===== config.mk =====
export PLATFORM = sky130hd
export DESIGN_NAME = imem_loader
export DESIGN_NICKNAME = d
export VERILOG_FILES = /design/src/rtl/imem_loader.sv
export SDC_FILE = /design/constraint.sdc
export NUM_CORES = 1
export LEC_CHECK = 0
export BUFFER_PORTS_ARGS = -buffer_cell sky130_fd_sc_hd__buf_2
export CAP_MARGIN = 20
export CORE_ASPECT_RATIO = 1.25
export CORE_MARGIN = 1
export CORE_UTILIZATION = 58
export CTS_CLUSTER_SIZE = 14
export DETAILED_ROUTE_END_ITERATION = 10
export PLACE_DENSITY = 0.79
export SETUP_SLACK_MARGIN = 0.5
export SYNTH_ARGS = -nofsm -noshare
export SYNTH_HDL_FRONTEND = slang
export SYNTH_SLANG_ARGS = --single-unit

===== constraint.sdc =====
create_clock -name clk -period 2.52 [get_ports clk]
set_input_delay 0.252 -clock clk [delete_from_list [all_inputs] [get_ports clk]]
set_output_delay 0.252 -clock clk [all_outputs]
set_load 0.03 [all_outputs]

===== src/rtl/imem_loader.sv =====
// -----------------------------------------------------------------------------
// imem_loader
//
// Loads a program image received over a UART line into the instruction memory
// through a simple write port. The CPU is held in reset until the whole image
// has been written, so the fetch side starts at word 0 with valid contents.
//
// Image format (big-endian):
//   LEN_HI LEN_LO  -- 16-bit word count N (0 .. 2**ADDR_W)
//   N x 4 bytes    -- one word each, first byte lands in wdata[31:24]
//   [CHK]          -- XOR of every preceding byte (only with the checksum build)
//
// Build option:
//   IMEM_LOADER_CHECKSUM_EN -- when defined, a trailing checksum byte is
//   expected and checked; a mismatch ends in the error state.
//
// Parameters:
//   CLKS_PER_BIT  clock cycles per UART bit (>= 4)
//   ADDR_W        word-address width of the instruction memory
//
// Ports:
//   clk      in   system clock, rising edge
//   rst      in   synchronous, active-high reset
//   uart_rx  in   asynchronous 8N1 serial input, LSB first, idle high
//   we       out  one-cycle write strobe
//   waddr    out  word address of the write
//   wdata    out  word to write
//   busy     out  transfer in progress (first length byte .. done/error)
//   done     out  image loaded, sticky until rst
//   err      out  framing/length/checksum error, sticky until rst
//   cpu_rst  out  CPU reset, released only when done rises
// -----------------------------------------------------------------------------
module imem_loader #(
  parameter int CLKS_PER_BIT = 10416,
  parameter int ADDR_W       = 8
) (
  input  logic              clk,
  input  logic              rst,
  input  logic              uart_rx,
  output logic              we,
  output logic [ADDR_W-1:0] waddr,
  output logic [31:0]       wdata,
  output logic              busy,
  output logic              done,
  output logic              err,
  output logic              cpu_rst
);

  localparam int CNT_W = $clog2(CLKS_PER_BIT);
  localparam logic [CNT_W-1:0] BIT_LAST  = CNT_W'(CLKS_PER_BIT - 1);
  localparam logic [CNT_W-1:0] HALF_LAST = CNT_W'(CLKS_PER_BIT / 2 - 1);
  // Largest legal word count; one more than the highest address.
  localparam logic [16:0] MAX_WORDS = 17'(1) << ADDR_W;

  // ---------------------------------------------------------------------------
  // UART receiver
  // ---------------------------------------------------------------------------
  typedef enum logic [1:0] {
    RX_IDLE,
    RX_START,
    RX_DATA,
    RX_STOP
  } rx_state_t;

  rx_state_t        rx_state, rx_state_nxt;
  logic             rx_meta, rx_sync, rx_prev;
  logic [CNT_W-1:0] rx_cnt;
  logic [2:0]       rx_bit_idx;
  logic [7:0]       rx_shift;
  logic [7:0]       rx_byte;
  logic             byte_vld;
  logic             frame_err;
  logic             rx_sample;
  logic             rx_fall;

  // rx_prev is only for edge detection; the receiver itself works on rx_sync.
  assign rx_fall = rx_prev & ~rx_sync;

  always_comb begin
    // NOTE: every signal gets a default before the case, so no path can leave
    // it unassigned and infer a latch.
    rx_state_nxt = rx_state;
    rx_sample    = 1'b0;
    case (rx_state)
      RX_IDLE: begin
        if (rx_fall) rx_state_nxt = RX_START;
      end
      RX_START: begin
        // Mid-start-bit check: a line already back high was a glitch.
        if (rx_cnt == HALF_LAST) begin
          rx_sample    = 1'b1;
          rx_state_nxt = rx_sync ? RX_IDLE : RX_DATA;
        end
      end
      RX_DATA: begin
        if (rx_cnt == BIT_LAST) begin
          rx_sample = 1'b1;
          if (rx_bit_idx == 3'd7) rx_state_nxt = RX_STOP;
        end
      end
      RX_STOP: begin
        // Leaving at mid-stop lets a back-to-back start bit be caught.
        if (rx_cnt == BIT_LAST) begin
          rx_sample    = 1'b1;
          rx_state_nxt = RX_IDLE;
        end
      end
      default: rx_state_nxt = RX_IDLE;
    endcase
  end

  always_ff @(posedge clk) begin
    // NOTE: sequential state uses non-blocking assignments so every register
    // samples the pre-edge values, independent of statement order.
    if (rst) begin
      rx_meta    <= 1'b1;
      rx_sync    <= 1'b1;
      rx_prev    <= 1'b1;
      rx_state   <= RX_IDLE;
      rx_cnt     <= '0;
      rx_bit_idx <= '0;
      rx_shift   <= '0;
      rx_byte    <= '0;
      byte_vld   <= 1'b0;
      frame_err  <= 1'b0;
    end else begin
      rx_meta  <= uart_rx;
      rx_sync  <= rx_meta;
      rx_prev  <= rx_sync;
      rx_state <= rx_state_nxt;
      byte_vld  <= 1'b0;
      frame_err <= 1'b0;

      if (rx_state == RX_IDLE || rx_sample) rx_cnt <= '0;
      else                                  rx_cnt <= rx_cnt + 1'b1;

      if (rx_sample) begin
        case (rx_state)
          RX_START: rx_bit_idx <= '0;
          RX_DATA: begin
            rx_shift   <= {rx_sync, rx_shift[7:1]};
            rx_bit_idx <= rx_bit_idx + 1'b1;
          end
          RX_STOP: begin
            if (rx_sync) begin
              byte_vld <= 1'b1;
              rx_byte  <= rx_shift;
            end else begin
              frame_err <= 1'b1;
            end
          end
          default: ;
        endcase
      end
    end
  end

  // ---------------------------------------------------------------------------
  // Loader
  // ---------------------------------------------------------------------------
`ifdef IMEM_LOADER_CHECKSUM_EN
  typedef enum logic [2:0] {
    LD_LEN_HI,
    LD_LEN_LO,
    LD_WORD,
    LD_CHK,
    LD_DONE,
    LD_ERROR
  } ld_state_t;
  localparam ld_state_t LD_AFTER_LAST = LD_CHK;
`else
  typedef enum logic [2:0] {
    LD_LEN_HI,
    LD_LEN_LO,
    LD_WORD,
    LD_DONE,
    LD_ERROR
  } ld_state_t;
  localparam ld_state_t LD_AFTER_LAST = LD_DONE;
`endif

  ld_state_t   ld_state, ld_state_nxt;
  logic [7:0]  len_hi;
  logic [16:0] n_words;
  logic [16:0] len_req;
  logic [1:0]  byte_idx;
  logic        we_nxt;
  logic        busy_nxt;
  logic        last_word;
`ifdef IMEM_LOADER_CHECKSUM_EN
  logic [7:0]  chk;
`endif

  assign len_req   = {1'b0, len_hi, rx_byte};
  // Evaluated during the we cycle: is this the final word of the image?
  assign last_word = (17'(waddr) + 17'd1) == n_words;

  always_comb begin
    ld_state_nxt = ld_state;
    we_nxt       = 1'b0;
    case (ld_state)
      LD_LEN_HI: begin
        if (frame_err)     ld_state_nxt = LD_ERROR;
        else if (byte_vld) ld_state_nxt = LD_LEN_LO;
      end
      LD_LEN_LO: begin
        if (frame_err) begin
          ld_state_nxt = LD_ERROR;
        end else if (byte_vld) begin
          if (len_req > MAX_WORDS)  ld_state_nxt = LD_ERROR;
          else if (len_req == '0)   ld_state_nxt = LD_AFTER_LAST;
          else                      ld_state_nxt = LD_WORD;
        end
      end
      LD_WORD: begin
        if (frame_err) begin
          ld_state_nxt = LD_ERROR;
        end else if (we) begin
          if (last_word) ld_state_nxt = LD_AFTER_LAST;
        end else if (byte_vld && byte_idx == 2'd3) begin
          we_nxt = 1'b1;
        end
      end
`ifdef IMEM_LOADER_CHECKSUM_EN
      LD_CHK: begin
        if (frame_err)     ld_state_nxt = LD_ERROR;
        else if (byte_vld) ld_state_nxt = (rx_byte == chk) ? LD_DONE : LD_ERROR;
      end
`endif
      default: ;  // DONE and ERROR are terminal until rst
    endcase

    busy_nxt = (ld_state_nxt == LD_LEN_LO) || (ld_state_nxt == LD_WORD)
`ifdef IMEM_LOADER_CHECKSUM_EN
            || (ld_state_nxt == LD_CHK)
`endif
            ;
  end

  always_ff @(posedge clk) begin
    if (rst) begin
      ld_state <= LD_LEN_HI;
      len_hi   <= '0;
      n_words  <= '0;
      byte_idx <= '0;
      we       <= 1'b0;
      waddr    <= '0;
      wdata    <= '0;
      busy     <= 1'b0;
      done     <= 1'b0;
      err      <= 1'b0;
      cpu_rst  <= 1'b1;
`ifdef IMEM_LOADER_CHECKSUM_EN
      chk      <= '0;
`endif
    end else begin
      ld_state <= ld_state_nxt;
      we       <= we_nxt;

      // Holding the address after the final word keeps it from wrapping
      // when the image fills the whole memory.
      if (we && !last_word) waddr <= waddr + 1'b1;

      if (byte_vld) begin
        case (ld_state)
          LD_LEN_HI: len_hi  <= rx_byte;
          LD_LEN_LO: n_words <= len_req;
          LD_WORD: begin
            wdata    <= {wdata[23:0], rx_byte};
            byte_idx <= byte_idx + 1'b1;
          end
          default: ;
        endcase
      end

`ifdef IMEM_LOADER_CHECKSUM_EN
      if (byte_vld && (ld_state == LD_LEN_HI || ld_state == LD_LEN_LO ||
                       ld_state == LD_WORD))
        chk <= chk ^ rx_byte;
`endif

      // Status outputs are flops decoded from the next state.
      busy    <= busy_nxt;
      done    <= (ld_state_nxt == LD_DONE);
      err     <= (ld_state_nxt == LD_ERROR);
      cpu_rst <= (ld_state_nxt != LD_DONE);
    end
  end

endmodule


==> impl_metrics.ini <==
[outcome]
status = finished, final reports clean

[sta]
max_slew.worst_pin.slew_ns = 0.595
final.setup.tns_ns = 0
finalHoldViolations = 0
slew_headroom_pct = 60.2
finClkSkew_ns = 0.0102
setup_viol = 0
slew_violations = 0
period_share_pct = 86.7
min_period_ns = 2.19
rsz0062_at_grt = true
timing.fmax_mhz = 458

[global_routing]
grtUsageTotal_pct = 26.6
grt_max_degree = 56
antenna_found_initial = 0
grt_pass1_vias = 3948
grt_pass1_wl_mm = 18.1
overflow = 0
grtUsageMet2_pct = 48.4
met1_usage_pct = 27.9
top_usage_layer = met2
met3_usage_pct = 8.33

[power]
p_comb_share_pct = 2.1
power.switching_mw = 0.987
p_clk_share_pct = 57.8
p_leak_nw = 2.42
power_density_nw_per_um2 = 747
seqPwrFrac_pct = 40.1
vdd_drop_max_mv = 0.717
sw_frac_of_total_pct = 21.8
p_int_mw = 3.53

[logic_synthesis]
ys_ff_latch = 114
ys_warn_count = 0
ys_async_sr_fraction_pct = 0
synth_nets = 583
syn_inst = 570
synth_area_leaders = dfxtp_1 (48%), nand2_1 (11%), a21oi_1 (7.6%), nor2_1 (4.2%), mux2i_1 (3.8%)
synth-edff-count = 0
yosys.cell_types.count = 54
yosysTopAreaCell = dfxtp_1
netlist_area_um2 = 4750
synthFlopType = dfxtp_1
syn_avg_cell_area_um2 = 8.33
synth_top_area_share_pct = 48.0
seq_area_frac_synth_pct = 48.0

[setup_path]
worstPathArrival_ns = 2.58
startpoint_type = register
cp.required_ns = 2.91
cp_max_fo = 8
critPathCaptureType = register
worstSetupPathType = register to register

[floorplanning]
start_util_pct = 60.3
die-area_um2 = 8560
core_area_um2 = 7880
die_h_um = 103
die_x_um = 83.0
io_pins = 48
row_count = 36

[placement]
post-dp-hpwl_mm = 6.86
port_buffers = 47
dpl.cell_count = 689
gp_congestion = 0.874

[clock_tree]
cts_max_level = 4
clock_sinks = 114
clk_path_buf_depth = 2
insertion_delay_ns = 0.53
cts_tree = built
numCtsBuffers = 17
clock-root-buffer = clkbuf_8
clk_pin_slew_ns = 0.06

[finish]
n_antenna_cell = 0
layout-drive-gt1-share_pct = 25.2
nets = 643
stdcell_count = 738
num-fill-cells = 530
area_growth_pct = 27.4
multi_input_area_um2 = 2490
regArea_um2 = 2320
final_core_util_pct = 76.8

[routing]
ant_nets = 0
viasPerCell = 5.77
routedWlPerCell_um = 15.5
drc = 0
wirelength_mm = 11.4
first_pass_iters = 4
vias = 4255
dr.first_iter.drc_count = 304

[job]
cap_violations = 0

[min_path]
hp-class = primary input to register
## cell usage in the layout, fill, tap and decap left out, types with 3 or more instances in the layout
| master | Yosys | layout |
|---|---|---|
| a21oi_1 | 72 | 69 |
| a21oi_2 | 3 | 5 |
| and3_1 | 9 | 9 |
| buf_2 | 5 | 47 |
| buf_4 | 2 | 18 |
| buf_6 | 0 | 5 |
| bufinv_16 | 0 | 4 |
| clkbuf_16 | 0 | 17 |
| dfxtp_1 | 114 | 96 |
| dfxtp_2 | 0 | 12 |
| dfxtp_4 | 0 | 6 |
| ha_1 | 10 | 8 |
| inv_1 | 9 | 9 |
| inv_6 | 0 | 5 |
| mux2_4 | 0 | 3 |
| mux2i_1 | 18 | 18 |
| nand2_1 | 139 | 137 |
| nand3_1 | 12 | 9 |
| nand3b_1 | 4 | 4 |
| nand4_1 | 6 | 6 |
| nor2_1 | 53 | 53 |
| nor2b_1 | 5 | 5 |
| nor3_1 | 7 | 7 |
| nor4_1 | 6 | 4 |
| or2_2 | 5 | 5 |
| or3_1 | 4 | 3 |
| or4_4 | 0 | 3 |
| xnor2_1 | 11 | 10 |
| xor2_1 | 10 | 9 |
## per-stage QoR
step / total power [mW] / hold WS, ns / setup WS [ns] / cell area (um^2)
after floorplan: 1.91 / 0.356 / 0.460 / 4860
after global placement: 1.93 / 0.405 / 0.334 / 5080
after detailed placement: 1.93 / 0.403 / 0.219 / 5080
after CTS: 4.54 / 0.0195 / 0.348 / 5930
after global routing: 4.65 / 0.0332 / 0.271 / 6050
final: 4.52 / 0.0291 / 0.334 / 6050
## worst max-delay path, cell delays in order, from the launching register on
cell	delay [ns]
dfxtp_2	0.34
or4b_4	0.53
or4_4	0.45
a21oi_4	0.20
and2_4	0.26
mux2i_1	0.23
nor2_1	0.05
## path summary, 6_finish.rpt
check / from / to / slack, ns / depth (start not counted)
worst max-delay path: rx_cnt[6] / rx_shift[5] / 0.33 / 6
worst min-delay path: rst / rx_bit_idx[1] / 0.03 / 2
worst max register to register: rx_cnt[6] / rx_shift[5] / 0.33 / 6
worst min register to register: rx_meta / rx_sync / 0.42 / 1
## flip-flops by register name, indices dropped and copies added (netlist names), 2 cells and up, named ones only
register and cells:
rx_shift 8, waddr 8, rx_byte 8, ld_state 3
byte_idx 2, rx_bit_idx 3, rx_cnt 14, n_words 16
wdata 32, len_hi 8
## power groups by stage
stage / clock network, mW / logic (mW) / registers (mW)
after CTS: 2.63 / 0.0933 / 1.81
after detailed placement: 0 / 0.0777 / 1.85
after global routing: 2.73 / 0.106 / 1.81
after global placement: 0 / 0.0750 / 1.85
final: 2.61 / 0.0960 / 1.81
after floorplan: 0 / 0.0651 / 1.85
## synthesized netlist by cell type (6+ instances only)
master    count
nand2_1     139
dfxtp_1     114
a21oi_1      72
nor2_1       53
clkbuf_1     18
mux2i_1      18
nand3_1      12
xnor2_1      11
ha_1         10
xor2_1       10
and3_1        9
inv_1         9
nor3_1        7
nand4_1       6
nor4_1        6
## final cells by class
| class | instances | area share (%) |
|---|---|---|
| well taps | 95 | 1.96 |
| clock inverters | 14 | 3.49 |
| repair buffers | 71 | 7.22 |
| clock buffers | 18 | 7.26 |
| flip-flops and latches | 114 | 38.3 |
| multi-input cells | 417 | 41.2 |
| inverters | 9 | 0.558 |
## per-layer routing
metal | vias to the layer above | wire (um)
li1 | 2046 | -
met3 | 40 | 529
met2 | 145 | 6160
met5 | - | 0
met1 | 2024 | 4300
met4 | 0 | 413
## cell families (layout without fill, tap and decap cells)
kind of cell | count (synthesis) | count (layout) | share of synthesized area (%)
DFF | 114 | 114 | 48.0
AOI/OAI and AO/OA | 97 | 97 | 11.8
and+or+nand+nor | 267 | 268 | 25.4
buffers and inverters | 40 | 112 | 3.79
muxes | 21 | 21 | 4.50
adders and majority gates | 10 | 10 | 2.63
xor gates and xnor gates | 21 | 21 | 3.87
## timing repair
item	4_1_cts	5_1_grt
resized for setup	25	21
setup endpoints to repair	37	47
hold buffers	1	0
buffers inserted	10	3
pin swaps	6	16
gates cloned	3	0
endpoints found under the hold margin	1	0
(Power assumes the default switching activity.)
